**src/rtl/fetch_queue.sv**
```systemverilog
// Sequential instruction fetcher: one syn/ack request in flight, results buffered
// with their PCs in a DEPTH-entry FIFO whose head is presented to decode.
module fetch_queue #(
    parameter int                  IWIDTH   = 32,
    parameter int                  PC_WIDTH = 32,
    parameter int                  DEPTH    = 4,
    parameter logic [PC_WIDTH-1:0] RESET_PC = '0,
    parameter int                  PC_STEP  = 4
) (
    input  logic                fq_clk,
    input  logic                fq_rst,
    output logic                fq_o_syn,
    output logic [PC_WIDTH-1:0] fq_o_addr_instr,
    input  logic                fq_i_ack,
    input  logic [IWIDTH-1:0]   fq_i_instr,
    input  logic                fq_change_pc,
    input  logic [PC_WIDTH-1:0] fq_alu_pc_value,
    input  logic                fq_i_stall,
    input  logic                fq_i_flush,
    output logic [IWIDTH-1:0]   fq_o_instr_fetch,
    output logic [PC_WIDTH-1:0] fq_pc,
    output logic                fq_o_ce,
    output logic                fq_o_stall,
    output logic                fq_o_flush
);

    localparam int CW = $clog2(DEPTH + 1);
    localparam int AW = $clog2(DEPTH);
    localparam logic [CW-1:0]       FULL       = CW'(DEPTH);
    localparam logic [PC_WIDTH-1:0] STEP       = PC_WIDTH'(PC_STEP);
    localparam logic [PC_WIDTH-1:0] ALIGN_MASK = ~(STEP - PC_WIDTH'(1));

    typedef enum logic [1:0] {ST_IDLE, ST_WAIT, ST_DROP} state_t;

    state_t              state_reg, state_next;
    logic [PC_WIDTH-1:0] fetch_pc_reg, fetch_pc_next;
    logic [PC_WIDTH-1:0] addr_reg, addr_next;
    logic [CW-1:0]       count_reg, count_next, count_after;
    logic [AW-1:0]       rd_ptr_reg, rd_ptr_next;
    logic [AW-1:0]       wr_ptr_reg, wr_ptr_next;
    logic                flush_reg;
    logic                pop, push;

    logic [PC_WIDTH-1:0] pc_mem    [DEPTH];
    logic [IWIDTH-1:0]   instr_mem [DEPTH];

    assign pop  = (count_reg != '0) && (!fq_i_stall || fq_i_flush);
    assign push = (state_reg == ST_WAIT) && fq_i_ack && !fq_change_pc;

    always_comb begin
        state_next    = state_reg;
        fetch_pc_next = fetch_pc_reg;
        addr_next     = addr_reg;
        count_next    = count_reg;
        count_after   = count_reg;
        rd_ptr_next   = rd_ptr_reg;
        wr_ptr_next   = wr_ptr_reg;
        if (fq_change_pc) begin
            count_next    = '0;
            rd_ptr_next   = '0;
            wr_ptr_next   = '0;
            fetch_pc_next = fq_alu_pc_value & ALIGN_MASK;
            // The outstanding request must still complete on the bus; its data is dropped.
            case (state_reg)
                ST_WAIT: state_next = fq_i_ack ? ST_IDLE : ST_DROP;
                ST_DROP: state_next = fq_i_ack ? ST_IDLE : ST_DROP;
                default: state_next = ST_IDLE;
            endcase
        end else begin
            count_after = count_reg - CW'(pop) + CW'(push);
            count_next  = count_after;
            if (pop) begin
                rd_ptr_next = rd_ptr_reg + AW'(1);
            end
            if (push) begin
                wr_ptr_next   = wr_ptr_reg + AW'(1);
                fetch_pc_next = fetch_pc_reg + STEP;
            end
            case (state_reg)
                ST_IDLE: begin
                    if (count_reg < FULL) begin
                        state_next = ST_WAIT;
                        addr_next  = fetch_pc_reg;
                    end
                end
                ST_WAIT: begin
                    if (fq_i_ack) begin
                        if (count_after < FULL) begin
                            addr_next = fetch_pc_reg + STEP;
                        end else begin
                            state_next = ST_IDLE;
                        end
                    end
                end
                ST_DROP: begin
                    if (fq_i_ack) begin
                        state_next = ST_IDLE;
                    end
                end
                default: state_next = ST_IDLE;
            endcase
        end
    end

    always_ff @(posedge fq_clk) begin
        if (fq_rst) begin
            state_reg    <= ST_IDLE;
            fetch_pc_reg <= RESET_PC;
            addr_reg     <= RESET_PC;
            count_reg    <= '0;
            rd_ptr_reg   <= '0;
            wr_ptr_reg   <= '0;
            flush_reg    <= 1'b0;
        end else begin
            state_reg    <= state_next;
            fetch_pc_reg <= fetch_pc_next;
            addr_reg     <= addr_next;
            count_reg    <= count_next;
            rd_ptr_reg   <= rd_ptr_next;
            wr_ptr_reg   <= wr_ptr_next;
            flush_reg    <= fq_change_pc | fq_i_flush;
        end
    end

    // Entry storage carries no reset; validity is tracked by count_reg alone.
    always_ff @(posedge fq_clk) begin
        if (push && !fq_rst) begin
            pc_mem[wr_ptr_reg]    <= addr_reg;
            instr_mem[wr_ptr_reg] <= fq_i_instr;
        end
    end

    assign fq_o_syn         = (state_reg != ST_IDLE);
    assign fq_o_addr_instr  = addr_reg;
    assign fq_o_ce          = (count_reg != '0);
    assign fq_o_stall       = (count_reg == '0);
    assign fq_o_flush       = flush_reg;
    assign fq_o_instr_fetch = fq_o_ce ? instr_mem[rd_ptr_reg] : '0;
    assign fq_pc            = fq_o_ce ? pc_mem[rd_ptr_reg] : '0;

endmodule

```
**config.mk**
```make
export PLATFORM = sky130hd
export DESIGN_NAME = fetch_queue
export DESIGN_NICKNAME = d
export VERILOG_FILES = /design/src/rtl/fetch_queue.sv
export SDC_FILE = /design/constraint.sdc
export NUM_CORES = 1
export LEC_CHECK = 0
export BUFFER_PORTS_ARGS = -buffer_cell sky130_fd_sc_hd__buf_2
export CAP_MARGIN = 20
export CORE_MARGIN = 10
export CORE_UTILIZATION = 52
export CTS_CLUSTER_SIZE = 40
export DETAILED_ROUTE_END_ITERATION = 10
export PLACE_DENSITY = 0.73
export SLEW_MARGIN = 25
export SYNTH_ARGS = -nofsm -noshare
export SYNTH_HDL_FRONTEND = slang
export SYNTH_SLANG_ARGS = --single-unit
```
**constraint.sdc**
```tcl
create_clock -name fq_clk -period 3.7 [get_ports fq_clk]
set_input_delay 0 -clock fq_clk [delete_from_list [all_inputs] [get_ports fq_clk]]
set_output_delay 0 -clock fq_clk [all_outputs]
set_load 0.01 [all_outputs]
```
; ---- Yosys cells after proc, flatten, opt, wreduce, memory -nomap -nowiden
; Memories as Yosys holds them, arrays and structs flattened. A register that Yosys moved wholly into a read port is not among the register bits.
; Cells that the tools add are included.
[op_classes]
n_reduce_logical = 18
n_addsub = 5
n_lt_le_gt_ge = 2
bitwise_logic = 2
n_mux = 22
eq_ne = 9
[ops]
columns = operator, n
row1 = 32-bit two-way mux, 7
row2 = 32-bit case mux with 2 select lines, 1
row3 = 32-bit by 3-bit adder with 32-bit output (second input constant), 1
row4 = 2-bit two-way mux, 11
row5 = 3-bit inequality test (second input constant), 4
row6 = 3-bit less-than comparator (second input constant), 2
row7 = 2-bit case mux with 3 select lines, 1
row8 = 2-bit nonzero test, 3
row9 = 5-bit AND reduction, 1
row10 = 2-bit by 1-bit adder with 2-bit output (second input constant), 2
row11 = 1-bit logical AND, 4
row12 = 2-bit inequality test (second input constant), 2
row13 = 4-bit AND reduction, 1
row14 = 2-bit OR reduction, 2
row15 = 3-bit by 1-bit adder with 3-bit output, 1
row16 = 1-bit zero test, 3
row17 = 3-bit zero test, 1
row18 = 3-bit nonzero test, 1
row19 = 3-bit by 1-bit subtractor with 3-bit output, 1
row20 = 2-bit by 1-bit equality test with 1-bit output (second input constant), 1
row21 = 2-bit equality test (second input constant), 1
row22 = 2-bit zero test, 1
row23 = 1-bit two-way mux, 2
row24 = 2-bit by 1-bit inequality test with 1-bit output (second input constant), 1
row25 = 3 further kinds, 3
[totals]
input_bits = 70
wordCells = 68
reg_bits = 74
ramBits = 256
memories = 2
[memory_table]
columns = memory, depth, word_bits, rd, rd_ports_with_merged_regs, write_ports, line
row1 = instr_mem, 4, 32, 1, 1, 1, 45  ; logic [IWIDTH-1:0] instr_mem [DEPTH];
row2 = pc_mem, 4, 32, 1, 1, 1, 44  ; logic [PC_WIDTH-1:0] pc_mem [DEPTH];

; ---- Depth between registers and ports, before layout
; Gate-level depths: netlist (run 1).
[logic_depth]
ltp_word = 10
ltp_mapped = 16

; ---- Least setup slack after synthesis (run 1)
; Ideal clock, no wire load.
[synth_path]
kind = reg2reg
from = reg state_reg[1]
to = reg addr_reg[27], in the netlist fq_o_addr_instr[27]
synth_period_minus_slack_ns = 3.301
setup_time_ns = 0.091
slack_ns = 0.399
t_arrival_ns = 3.210
stages_incl_launch_ff = 17
n_path_buf = 4
path_cell_list = dfxtp_1 inv_1 ha_1 buf_2 and2_1 clkbuf_1 clkbuf_1 nand2_1 ha_1 inv_1 ha_1 fa_1 xor3_1 a31o_2 and2_1 clkbuf_1 a311oi_1
[synth_between]
elab_chain_cells = 7
[synth_rtl]
columns = item, line
row1 = "start, declared", 35  ; state_t state_reg, state_next;
row2 = "start signal, assigned", 115  ; state_reg <= state_next;
row3 = 2-bit by 1-bit equality test with 1-bit output, "48, 79"
row4 = 1-bit logical AND (2 in a row), 48  ; assign push = (state_reg == ST_WAIT) && fq_i_ack && !fq_change_pc;
row5 = 3-bit by 1-bit adder with 3-bit output, 70  ; count_after = count_reg - CW'(pop) + CW'(push);
row6 = 3-bit less-than comparator, 88  ; if (count_after < FULL) begin
row7 = 2-bit by 1-bit inequality test with 1-bit output (no source line), --
row8 = 5-bit AND reduction (no source line), --
row9 = "end signal, assigned", 117  ; addr_reg <= addr_next;
row10 = "end, declared", 37  ; logic [PC_WIDTH-1:0] addr_reg, addr_next;
; Several ways; a longest one is shown, not always the timed one.
; A chain may end at the register's enable or synchronous reset.

; ---- Worst setup path after layout (run 1)
[layout_path]
from = reg count_reg[2]
to = reg addr_reg[30], in the netlist fq_o_addr_instr[30]
[layout_between]
elab_chain_cells = 7
[layout_rtl]
columns = item, line
row1 = "start, declared", 38  ; logic [CW-1:0] count_reg, count_next, count_after;
row2 = "start signal, assigned", 118  ; count_reg <= count_next;
row3 = 3-bit nonzero test, 47  ; assign pop = (count_reg != '0) && (!fq_i_stall || fq_i_flush);
row4 = 1-bit logical AND, 47
row5 = net pop, 42  ; logic pop, push;
row6 = 3-bit by 1-bit subtractor with 3-bit output, 70
row7 = 3-bit by 1-bit adder with 3-bit output, 70
row8 = 3-bit less-than comparator, 88
row9 = 2-bit by 1-bit inequality test with 1-bit output (no source line), --
row10 = 5-bit AND reduction (no source line), --
; The timed path passes the listed nets, and every way through them passes these cells.

==> results of run 1 <==
## worst max path at each step
stage | start | endpoint | slack (ps) | cells after the start
2_1_floorplan | state_reg[1]$_SDFFE_PP0P_ | fq_o_addr_instr[27]$_SDFFE_PP0P_ | 400 | 16
4_1_cts | count_reg[2]$_SDFF_PP0_ | fq_o_addr_instr[30]$_SDFFE_PP0P_ | 140 | 11
6_report | count_reg[2]$_SDFF_PP0_ | fq_o_addr_instr[30]$_SDFFE_PP0P_ | 520 | 11
3_5_place_dp | count_reg[2]$_SDFF_PP0_ | fq_o_addr_instr[30]$_SDFFE_PP0P_ | 190 | 11
5_1_grt | count_reg[2]$_SDFF_PP0_ | fq_o_addr_instr[30]$_SDFFE_PP0P_ | 340 | 11
3_3_place_gp | count_reg[0]$_SDFF_PP0_ | fq_o_addr_instr[26]$_SDFFE_PP0P_ | 280 | 11
## layout make-up
class	instances	area share (%)
flip-flops and latches	320	55.12
multi-input cells	472	25.90
repair buffers	241	9.738
clock buffers	50	5.954
well taps	330	2.559
clock inverters	10	0.4264
inverters	13	0.3024
## layout by cell type (no fill, tap or decap), drive strengths merged, types with 2 or more instances in the layout
cell type	n
a2111oi	2
a211oi	27
a21oi	35
a311oi	29
and2	69
and3	9
and4	10
buf	173
clkbuf	50
clkinv	7
conb	4
dfxtp	72
dlygate4sd3	68
edfxtp	248
ha	10
inv	15
mux2i	2
mux4	62
nand2	20
nand2b	2
nand3	17
nand4	18
nor2	41
nor2b	3
nor3	3
nor4	5
o21ai	12
o31a	2
o31ai	15
or2	2
or3	18
or4	16
xnor2	15
xor2	14
## metal layers
metal,up-vias,track usage [%]
li1,3851,-
met1,4066,23.38
met2,264,28.95
met3,36,4.396
met4,0,4.295
met5,-,0
## power by group through the flow
stage                     Combinational, mW  Clock (mW)  Sequential (mW)
after detailed placement              0.914           0             4.25
after global placement                0.902           0             4.24
final                                 0.957        3.12             4.17
after CTS                             0.974        3.19             4.17
after floorplan                       0.566           0             4.19
after global routing                   1.05        3.36             4.19
## what timing repair did
item / in CTS / in global routing
hold buffers: 68 / 0
gates resized for setup: 0 / 0
hold endpoints to repair: 166 / 0
setup endpoints to repair: 0 / 0
## cell families (layout without fill, tap and decap cells)
| logic type | Yosys count | count (layout) |
|---|---|---|
| flip-flops | 320 | 320 |
| AND/OR/NAND/NOR | 235 | 235 |
| multiplexers | 64 | 64 |
| AO/OA/AOI/OAI | 128 | 128 |
| adder cells (fa/ha/maj) | 11 | 11 |
| other | 1 | 4 |
| XOR/XNOR | 30 | 30 |
| buffers and inverters | 84 | 314 |
## cell usage after synthesis, types with 13 or more instances
cell	count
xnor2_1	15
a211oi_1	27
edfxtp_1	248
xor2_1	14
nand4_1	15
nor2_1	41
inv_1	13
dfxtp_1	72
a311oi_1	29
or4_1	15
clkbuf_1	42
mux4_2	62
o31ai_1	15
nand3_1	17
and2_1	69
nand2_1	20
or3_1	17
a21oi_1	35
## stage by stage
| stage | utilization, % | cells | power [mW] |
|---|---|---|---|
| floorplan | - | 876 | 4.755 |
| global placement | 56.96 | 1308 | 5.142 |
| detailed placement | 56.96 | 1308 | 5.160 |
| CTS | 63.71 | 1436 | 8.339 |
| global route | 63.72 | 1436 | 8.597 |
| finish | 63.72 | 1436 | 8.252 |
## critical path: cells and delay by family (launching register included)
kind	cells	cell delay [ps]
fa+ha+maj	3	830
compound gates	3	440
buf+inv	2	120
xor+xnor	1	290
flops	1	360
simple gates	2	960
==> results.md, run 1 <==
* Fillers at around 1800
* Synth Area in XOR/XNOR at just over 2%
* Post-Synth Simple-Gate Area at between 10 and 15%
* Reg-to-Reg End: fq_o_addr_instr[30]$_SDFFE_PP0P_
* Clock tree root buffer cell: clkbuf_16
* Post-synthesis sequential area ratio at about two thirds
* Max FFs per register at about 130
* Met1 Wirelength at 12970 um
* Avg Cell Area, Syn at ~15 um^2
* Setup Fix Bufs, Post-CTS at 0
* Unrepaired setup endpoints after global routing: no
* Synth Warn # at 0
* Critical path launch point type: flip-flop
* Relative slew slack at 34.20%
* Register share of total power at between 50% and 60%
* Top_reg_cell synth: edfxtp_1
* Post-route ant nets at 0
* Asr flop ratio synth at 0%
* Int Power at 6.248 mW
* Core ar. at between 20000 and 30000 um^2
* # DRC at 0
* Clock Sinks at 320
* Hold_sp: fq_i_ack
* Total of max-cap violations at 0
* DR WL/cell at around 21 um
* Die extent in y at ~180 um
* DR top layer: met4
* Setup TNS at 0 ps
* Post-DP HPWL at roughly 18000 um
* CTS H-Tree Depth at 2
* Cells on worst reg2reg path at 11
* Largest net degree at the start of global routing at between 60 and 70
* Die footprint at between 30000 and 40000 um^2
* First-pass GRT wire length at ~47000 um
* I/O pin cnt at between 150 and 200
* Sequence of cells on the critical path: or3_2, inv_1, a21oi_1, ha_1, inv_1, ha_1, fa_1, xor3_1, a31o_2, and2_2, a311oi_1
* Cell area after synthesis at approximately 13000 um^2
* CTS buffer count at 34
* Clock Skew at approximately 14 ps
* Fmax at ~0.31 GHz
* Hold worst-path end: state_reg[1]$_SDFFE_PP0P_
* Final period util at a little under nine tenths
* Synthesized flop and latch total at 320
* CTS max path bufs at 3
* Gate power share at a little under an eighth
* Final setup fails at 0
* Maximum VDD drop at between 0.3 and 0.4 mV
* Metal2 WL at 14390 um
* Cell Pwr Density at between 500 and 600 nW/um^2
* Placer Congestion at slightly above 0.8
* Vias in the first global route at between 8000 and 9000
* Synth Area in Compound Gates at 6.667%
* PortBufs at 163
* Starting Density at 53.21%
* Biggest register: instr_mem
* Switch Pwr at about 2.0 mW
* Final Hold Viols at 0
* Slowest-stage cell, CP: and2_2
* CP Data Required Time at a little over 4000 ps
* Drt initial violations at about 540
* CTS tree: done
* Worst r2r src: count_reg[2]$_SDFF_PP0_
* Reg area at 8896 um^2
* Fin nets at ~1200
* Largest regs: instr_mem x128, pc_mem x120
* Clock Power Share at between 30% and 40%
* Kind of critical path: reg -> reg
* GRT Overall Usage at 17.72%
* Setup crit end kind: flip-flop
* CP max FO at 30
* Worst-skew pair later-pin latency at 510 ps
* Top post-synthesis cells by area: edfxtp_1 (55%), dfxtp_1 (11%), mux4_2 (10%)
* Number of flops mapped to enable cells by yosys at about 250
* Adder-cell share of the synthesized area at ~1.1%
* R2r setup slk at ~520 ps
* Design Area, Final at 16140 um^2
* Horiz. Die Dim at between 150 and 200 um
* Initial antenna violation count at 0
* Final max-slew violation count at 0
* Pre-CTS setup slack at about 190 ps
* Crit path DAT at ~3500 ps
* N_diodes at 0
* TritonRoute pass-1 iters at 5
* Tightest Hold Check Type: in -> reg
* Multiplexer share of the synthesized area at between 10% and 20%
* Grt ovf at 0
* Status: complete, no violations
* Area taken by multi-input logic gates at between 4000 and 5000 um^2
* Worst Tran Pin Value at roughly 990 ps
* Via density at roughly 5.7
* DRT Wirelength at between 20000 and 30000 um
* Placed inst area at 14430 um^2
* CP peak stage delay at between 500 and 600 ps
* Largest family of logic cells by synthesized area: multiplexers
* Switch share at about 24%
* Hold WS at about 29 ps
* Leakage at about 5.6 nW
* Syn Inst Count at around 870
* Fraction of layout instances using a drive strength above 1 at 27.49%
* Post-synthesis cell type count at 55
* Via count at slightly above 8000
* Area share of the largest cell type after synthesis at 55.26%
* Minimum clock period at between 3000 and 4000 ps
* Hold depth at 4
* PnR worst setup slack at around 520 ps
* Clock-pin slew on the worst setup and hold paths at 60 ps
* Area grow syn2layout at 19.76%
* Routed wl met3 at between 1500 and 2000 um
* Post-synth top area cell: edfxtp_1
* FP Rows at between 50 and 60
No activity file was read; power rests on OpenSTA's default activity.
==> run 2, diff against run 1 <==
- CORE_UTILIZATION: 52 -> 30
- PLACE_DENSITY: 0.73 -> 0.47
==> results.md, run 2 (synthesis gave the netlist of run 1 again) <==
* Final Hold Viols at 0 (unchanged)
* Fraction of layout instances using a drive strength above 1 at 28.28% (was 27.49%)
* Hold bufs inserted after CTS at 68 (unchanged)
* Leakage at 5.718 nW (was 5.577 nW)
* Placer Congestion at 0.7634 (was 0.8309)
* Hold_sp: fq_i_ack (unchanged)
* Post-CTS sizing at 0 (unchanged)
* Pre-CTS setup slack at 525.8 ps (was 186.2 ps)
* CTS buffer count at 38 (was 34)
* Fillers at 4264 (was 1819)
* PortBufs at 163 (unchanged)
* Clock-pin slew on the worst setup and hold paths at 60 ps (about the same)
* Crit path DAT at 3520 ps (about the same)
* Core ar. at 44320 um^2 (was 25330 um^2)
* Hold WS at 91.13 ps (was 28.71 ps)
* Setup TNS at 0 ps (unchanged)
* Cell Pwr Density at 522.1 nW/um^2 (was 511.4 nW/um^2)
* Minimum clock period at 3136 ps (was 3177 ps)
* R2r setup slk at 560 ps (was 520 ps)
* Grt ovf at 0 (unchanged)
* Clock Skew at 17.40 ps (was 13.99 ps)
* Kind of critical path: reg -> reg (unchanged)
* Final setup fails at 0 (unchanged)
* Critical path launch point type: flip-flop (unchanged)
* Fmax at 0.3189 GHz (was 0.3148 GHz)
* FP Rows at 77 (was 58)
* CP peak stage delay at 530 ps (about the same)
* Worst Tran Pin Value at 796.5 ps (was 987.1 ps)
* Cells on worst reg2reg path at 11 (unchanged)
* # DRC at 0 (unchanged)
* Via count at 8174 (was 8217)
* Commonest non-fill, non-tap cell in the layout: edfxtp_1 (unchanged)
* TritonRoute pass-1 iters at 4 (was 5)
* Total of max-cap violations at 0 (unchanged)
* Largest regs: instr_mem x128, pc_mem x120 (unchanged)
* Die extent in y at 231.9 um (was 181.0 um)
* Status: complete, no violations (unchanged)
* Area grow syn2layout at 24.34% (was 19.76%)
* Sequence of cells on the critical path: or3_2, inv_1, a21oi_1, ha_1, inv_1, ha_1, fa_1, xor3_1, a31o_2, and2_2, a311oi_1 (unchanged)
* N_diodes at 0 (unchanged)
* Via density at 4.772 (was 5.722)
* Clock Sinks at 320 (unchanged)
* Setup Fix Bufs, Post-CTS at 0 (unchanged)
* I/O pin cnt at 170 (unchanged)
* CTS H-Tree Depth at 2 (unchanged)
* Relative slew slack at 46.90% (was 34.20%)
* Max FFs per register at 128 (unchanged)
* Post-DP HPWL at 22030 um (was 18260 um)
* Maximum VDD drop at 0.2814 mV (was 0.3758 mV)
* Tightest Hold Check Type: in -> reg (unchanged)
* Worst r2r src: count_reg[2]$_SDFF_PP0_ (unchanged)
* Drt initial violations at 474 (was 542)
* GRT Overall Usage at 12.80% (was 17.72%)
* Horiz. Die Dim at 231.9 um (was 181.0 um)
* First-pass GRT wire length at 53210 um (was 47150 um)
* CP Data Required Time at 4080 ps (was 4040 ps)
* Largest net degree at the start of global routing at 66 (unchanged)
* DRT Wirelength at 34590 um (was 29720 um)
* CTS tree: done (unchanged)
* Worst-skew pair later-pin latency at 550 ps (was 510 ps)
* Initial antenna violation count at 1 (was 0)
* Fin nets at 1174 (was 1163)
* CP max FO at 30 (unchanged)
* Clock tree root buffer cell: clkbuf_16 (unchanged)
* Hold worst-path end: state_reg[1]$_SDFFE_PP0P_ (unchanged)
* Post-route ant nets at 0 (unchanged)
* Biggest register: instr_mem (unchanged)
* Reg-to-Reg End: fq_o_addr_instr[20]$_SDFFE_PP0P_ (was fq_o_addr_instr[30]$_SDFFE_PP0P_)
* Slowest-stage cell, CP: and2_2 (unchanged)
* CTS max path bufs at 3 (unchanged)
* Starting Density at 30.41% (was 53.21%)
* Final max-slew violation count at 0 (unchanged)
* Vias in the first global route at 8517 (was 8327)
* Hold depth at 5 (was 4)
* Unrepaired setup endpoints after global routing: no (unchanged)
* Commonest cells after routing, fill and taps aside: edfxtp_1 (248), buf_2 (163), dfxtp_1 (70) (unchanged)
* Final period util at 84.75% (was 85.86%)
* DR WL/cell at 20.19 um (was 20.69 um)
* Setup crit end kind: flip-flop (unchanged)
* Die footprint at 53800 um^2 (was 32750 um^2)
* PnR worst setup slack at 564.4 ps (was 523.2 ps)
## run 2: changes by cell type in the layout (fill, tap and decap cells not counted), sizes merged
cell    previous run  this run
buf              173       180
bufinv             0         2
inv               15        13
clkinv             7        15
## run 2: area by class of cell
| type | instances | area [um^2] | area share [%] |
|---|---|---|---|
| multi-input combinational | 472 | 4164 | 24.85 |
| clock buffer | 50 | 1037 | 6.191 |
| sequential | 320 | 8896 | 53.10 |
| timing repair buffer | 248 | 1699 | 10.14 |
| tap | 592 | 740.7 | 4.421 |
| inverter | 13 | 48.80 | 0.2912 |
| clock inverter | 18 | 168.9 | 1.008 |
## run 2: worst max-delay path, delay by kind of cell (launching register included)
| family | cells | cell delay, ps |
|---|---|---|
| and+or+nand+nor | 2 | 960 |
| AOI/OAI and AO/OA | 3 | 430 |
| buffers and inverters | 2 | 110 |
| DFF | 1 | 360 |
| xor gates and xnor gates | 1 | 270 |
| adders and majority gates | 3 | 850 |
## run 2: power breakdown
| part | switching (mW) | internal (mW) |
|---|---|---|
| Combinational | 0.537 | 0.436 |
| Clock | 1.46 | 2.12 |
| Sequential | 0.187 | 4.01 |
| Total | 2.18 | 6.57 |
## run 2: how the worst max path moves through the flow
| stage | startpoint | endpoint | slack [ps] | cells past startpoint |
|---|---|---|---|---|
| 6_report | count_reg[2]$_SDFF_PP0_ | fq_o_addr_instr[20]$_SDFFE_PP0P_ | 560 | 11 |
| 2_1_floorplan | state_reg[1]$_SDFFE_PP0P_ | fq_o_addr_instr[27]$_SDFFE_PP0P_ | 400 | 16 |
| 4_1_cts | count_reg[0]$_SDFF_PP0_ | fq_o_addr_instr[20]$_SDFFE_PP0P_ | 520 | 11 |
| 3_5_place_dp | count_reg[0]$_SDFF_PP0_ | fq_o_addr_instr[20]$_SDFFE_PP0P_ | 530 | 11 |
| 5_1_grt | count_reg[2]$_SDFF_PP0_ | fq_o_addr_instr[29]$_SDFFE_PP0P_ | 330 | 11 |
| 3_3_place_gp | count_reg[0]$_SDFF_PP0_ | fq_o_addr_instr[17]$_SDFFE_PP0P_ | 210 | 11 |
## run 2: through the flow
| step | utilization [%] | power, mW | std cells | cell area [um^2] |
|---|---|---|---|---|
| 3_5_place_dp | 33.50 | 5.227 | 1576 | 14850 |
| 2_1_floorplan | - | 4.755 | 876 | 13490 |
| 3_3_place_gp | 33.50 | 5.216 | 1576 | 14850 |
| 6_report | 37.81 | 8.748 | 1713 | 16750 |
| 4_1_cts | 37.76 | 8.916 | 1712 | 16730 |
| 5_1_grt | 37.81 | 9.137 | 1713 | 16750 |
## run 2: routing by layer
| metal | wire length, um | global-route usage (%) | vias up |
|---|---|---|---|
| met4 | 769 | 3.574 | 2 |
| li1 | - | - | 3890 |
| met5 | 20 | 0 | - |
| met3 | 1902 | 3.543 | 52 |
| met2 | 15930 | 20.45 | 185 |
| met1 | 15970 | 16.73 | 4045 |
==> run 3, diff against run 2 <==
- clock period: 3.7 -> 3.1 ns (I/O delays scaled with it)
==> results.md, run 3 (synthesis gave the netlist of run 1 again) <==
* Status: complete, no violations (unchanged)
* Fillers at 4244 (was 4264)
* Clock Sinks at 320 (unchanged)
* Sequence of cells on the critical path: or3_4, inv_2, a21oi_2, ha_1, inv_1, ha_2, fa_2, xor3_1, a31o_2, and2_4, buf_12, a311oi_2 (was or3_2, inv_1, a21oi_1, ha_1, inv_1, ha_1, fa_1, xor3_1, a31o_2, and2_2, a311oi_1)
* Total of max-cap violations at 0 (unchanged)
* Via count at 8261 (was 8174)
* Hold depth at 4 (was 5)
* Final max-slew violation count at 0 (unchanged)
* Hold_sp: fq_i_ack (unchanged)
* Total Power at 10.77 mW (was 8.748 mW)
* DR WL/cell at 20.94 um (was 20.19 um)
* Maximum VDD drop at 0.3199 mV (was 0.2814 mV)
* Grt ovf at 0 (unchanged)
* GRT busiest layer: met2 (unchanged)
* GRT Overall Usage at 13.33% (was 12.80%)
* Relative slew slack at 43.92% (was 46.90%)
* Worst-skew pair later-pin latency at 540 ps (was 550 ps)
* Tightest Hold Check Type: in -> reg (unchanged)
* CTS max path bufs at 3 (unchanged)
* M3 GR Usage at 3.567% (was 3.543%)
* Post-route ant nets at 0 (unchanged)
* PortBufs at 163 (unchanged)
* Commonest cells after routing, fill and taps aside: edfxtp_1 (248), buf_2 (163), dfxtp_1 (68), dlygate4sd3_1 (68), and2_1 (67) (was edfxtp_1 (248), buf_2 (163), dfxtp_1 (70))
* CP max FO at 8 (was 30)
* CP Data Required Time at 3550 ps (was 4080 ps)
* Crit-path leading delay family: adder cells (was simple AND/OR/NAND/NOR gates)
* Final setup fails at 0 (unchanged)
* Starting Density at 30.41% (unchanged)
* Clock-pin slew on the worst setup and hold paths at 60 ps (about the same)
* Die footprint at 53800 um^2 (unchanged)
* Biggest register: instr_mem (unchanged)
* CP peak stage delay at 400 ps (was 530 ps)
* Final Hold Viols at 0 (unchanged)
* Fraction of layout instances using a drive strength above 1 at 31.04% (was 28.28%)
* Fin nets at 1187 (was 1174)
* Core ar. at 44320 um^2 (unchanged)
* Drt initial violations at 483 (was 474)
* I/O pin cnt at 170 (unchanged)
* GR Util met2 at 21.42% (was 20.45%)
* Post-Layout Cell Count at 1726 (was 1713)
* Pre-CTS setup slack at 1.040 ps (was 525.8 ps)
* Cells on worst reg2reg path at 12 (was 11)
* Critical path launch point type: flip-flop (unchanged)
* TritonRoute pass-1 iters at 4 (unchanged)
* Initial antenna violation count at 0 (was 1)
* # DRC at 0 (unchanged)
* CTS tree: done (unchanged)
* DRT Wirelength at 36150 um (was 34590 um)
* Vias in the first global route at 8889 (was 8517)
* Setup TNS at 0 ps (unchanged)
* Via density at 4.786 (was 4.772)
* Largest net degree at the start of global routing at 66 (unchanged)
* Buffers & Inverters on Critical Path at 3 (was 2)
* Reg-to-Reg End: fq_o_addr_instr[21]$_SDFFE_PP0P_ (was fq_o_addr_instr[20]$_SDFFE_PP0P_)
* Unrepaired setup endpoints after global routing: no (unchanged)
* Fmax at 0.3356 GHz (was 0.3189 GHz)
* Placed Instances at 1586 (was 1576)
* Cell Pwr Density at 632.2 nW/um^2 (was 522.1 nW/um^2)
* Slowest-stage cell, CP: xor3_1 (was and2_2)
* Worst r2r src: count_reg[0]$_SDFF_PP0_ (was count_reg[2]$_SDFF_PP0_)
* Minimum clock period at 2980 ps (was 3136 ps)
* R2r setup slk at 120 ps (was 560 ps)
* N_diodes at 0 (unchanged)
* First-pass GRT wire length at 55230 um (was 53210 um)
* Clock tree root buffer cell: clkbuf_16 (unchanged)
* Placer Congestion at 0.7530 (was 0.7634)
* Area grow syn2layout at 26.44% (was 24.34%)
* Largest regs: instr_mem x128, pc_mem x120 (unchanged)
* Worst Tran Pin Value at 841.2 ps (was 796.5 ps)
* Commonest non-fill, non-tap cell in the layout: edfxtp_1 (unchanged)
* Hold worst-path end: state_reg[1]$_SDFFE_PP0P_ (unchanged)
* Post-DP HPWL at 23460 um (was 22030 um)
* Horiz. Die Dim at 231.9 um (unchanged)
* Met1 GRT Util at 17.69% (was 16.73%)
* FP Rows at 77 (unchanged)
* Max FFs per register at 128 (unchanged)
* Crit path DAT at 3430 ps (was 3520 ps)
* Kind of critical path: reg -> reg (unchanged)
* Die extent in y at 231.9 um (unchanged)
* CTS H-Tree Depth at 2 (unchanged)
* Setup crit end kind: flip-flop (unchanged)
* Final period util at 96.12% (was 84.75%)
* Clock Skew at 14.65 ps (was 17.40 ps)
* Leakage at 5.840 nW (was 5.718 nW)
* CTS buffer count at 37 (was 38)
* PnR worst setup slack at 120.4 ps (was 564.4 ps)
==> run 3: cell types whose count changed in the layout (fill, tap and decap cells not counted), sizes merged <==
cell,before,now
buf,180,193
bufinv,2,5
clkbuf,50,47
clkinv,15,13
clkinvlp,1,2
inv,13,14
==> run 3: where the power goes <==
group | internal (mW) | total, mW | switching, mW
clock network | 2.76 | 4.50 | 1.74
logic | 0.585 | 1.28 | 0.700
registers | 4.78 | 4.99 | 0.208
==> run 3: how the worst max path moves through the flow <==
stage,from,endpoint,slack [ps],cells after the start
floorplan,state_reg[1]$_SDFFE_PP0P_,fq_o_addr_instr[27]$_SDFFE_PP0P_,30,16
global placement,count_reg[0]$_SDFF_PP0_,fq_o_addr_instr[7]$_SDFFE_PP0P_,90,12
detailed placement,count_reg[0]$_SDFF_PP0_,fq_o_addr_instr[28]$_SDFFE_PP0P_,1,12
CTS,count_reg[0]$_SDFF_PP0_,fq_o_addr_instr[28]$_SDFFE_PP0P_,7,12
global route,count_reg[1]$_SDFF_PP0_,fq_o_addr_instr[21]$_SDFFE_PP0P_,5,12
finish,count_reg[0]$_SDFF_PP0_,fq_o_addr_instr[21]$_SDFFE_PP0P_,120,12
==> run 3: worst reg2reg max path, delay by kind of cell, from the launching register on <==
family / cells / cell delay (ps)
simple gates: 2 / 560
fa+ha+maj: 3 / 790
xor+xnor: 1 / 400
compound gates: 3 / 560
flops: 1 / 320
buf+inv: 3 / 250
==> run 3: metal layers <==
metal / vias up / part of all wire [%] / wire length (um)
met1: 4150 / 46 / 16570
met2: 157 / 47 / 17140
met5: - / 0 / 0
met4: 0 / 1.3 / 480
li1: 3912 / - / -
met3: 42 / 5.4 / 1946
==> run 3: area by class of cell <==
type                            count  area, um^2  area share, %
Sequential cell                   320        8899          52.23
Timing Repair Buffer              262        1833          10.76
Multi-Input combinational cell    472        4263          25.02
Clock inverter                     21       231.5          1.358
Clock buffer                       46        1023          6.007
Inverter                           13       48.80         0.2864
Tap cell                          592       740.7          4.347
==> run 3: through the flow <==
stage               hold slack (ps)  instance area, um^2  util, %
floorplan                     98.87                13500        -
global placement              219.8                14940    33.70
detailed placement            223.3                14940    33.70
CTS                           22.72                16870    38.07
global route                  54.54                17040    38.45
finish                        64.59                17040    38.45
==> run 3: repair_timing <==
item / in CTS / in global routing
hold endpoints to repair: 166 / 0
pin swaps: 0 / 5
gates resized for setup: 1 / 27
setup buffers: 0 / 4
endpoints found under the setup margin: 2 / 30
hold buffers: 68 / 0
cloned: 0 / 1
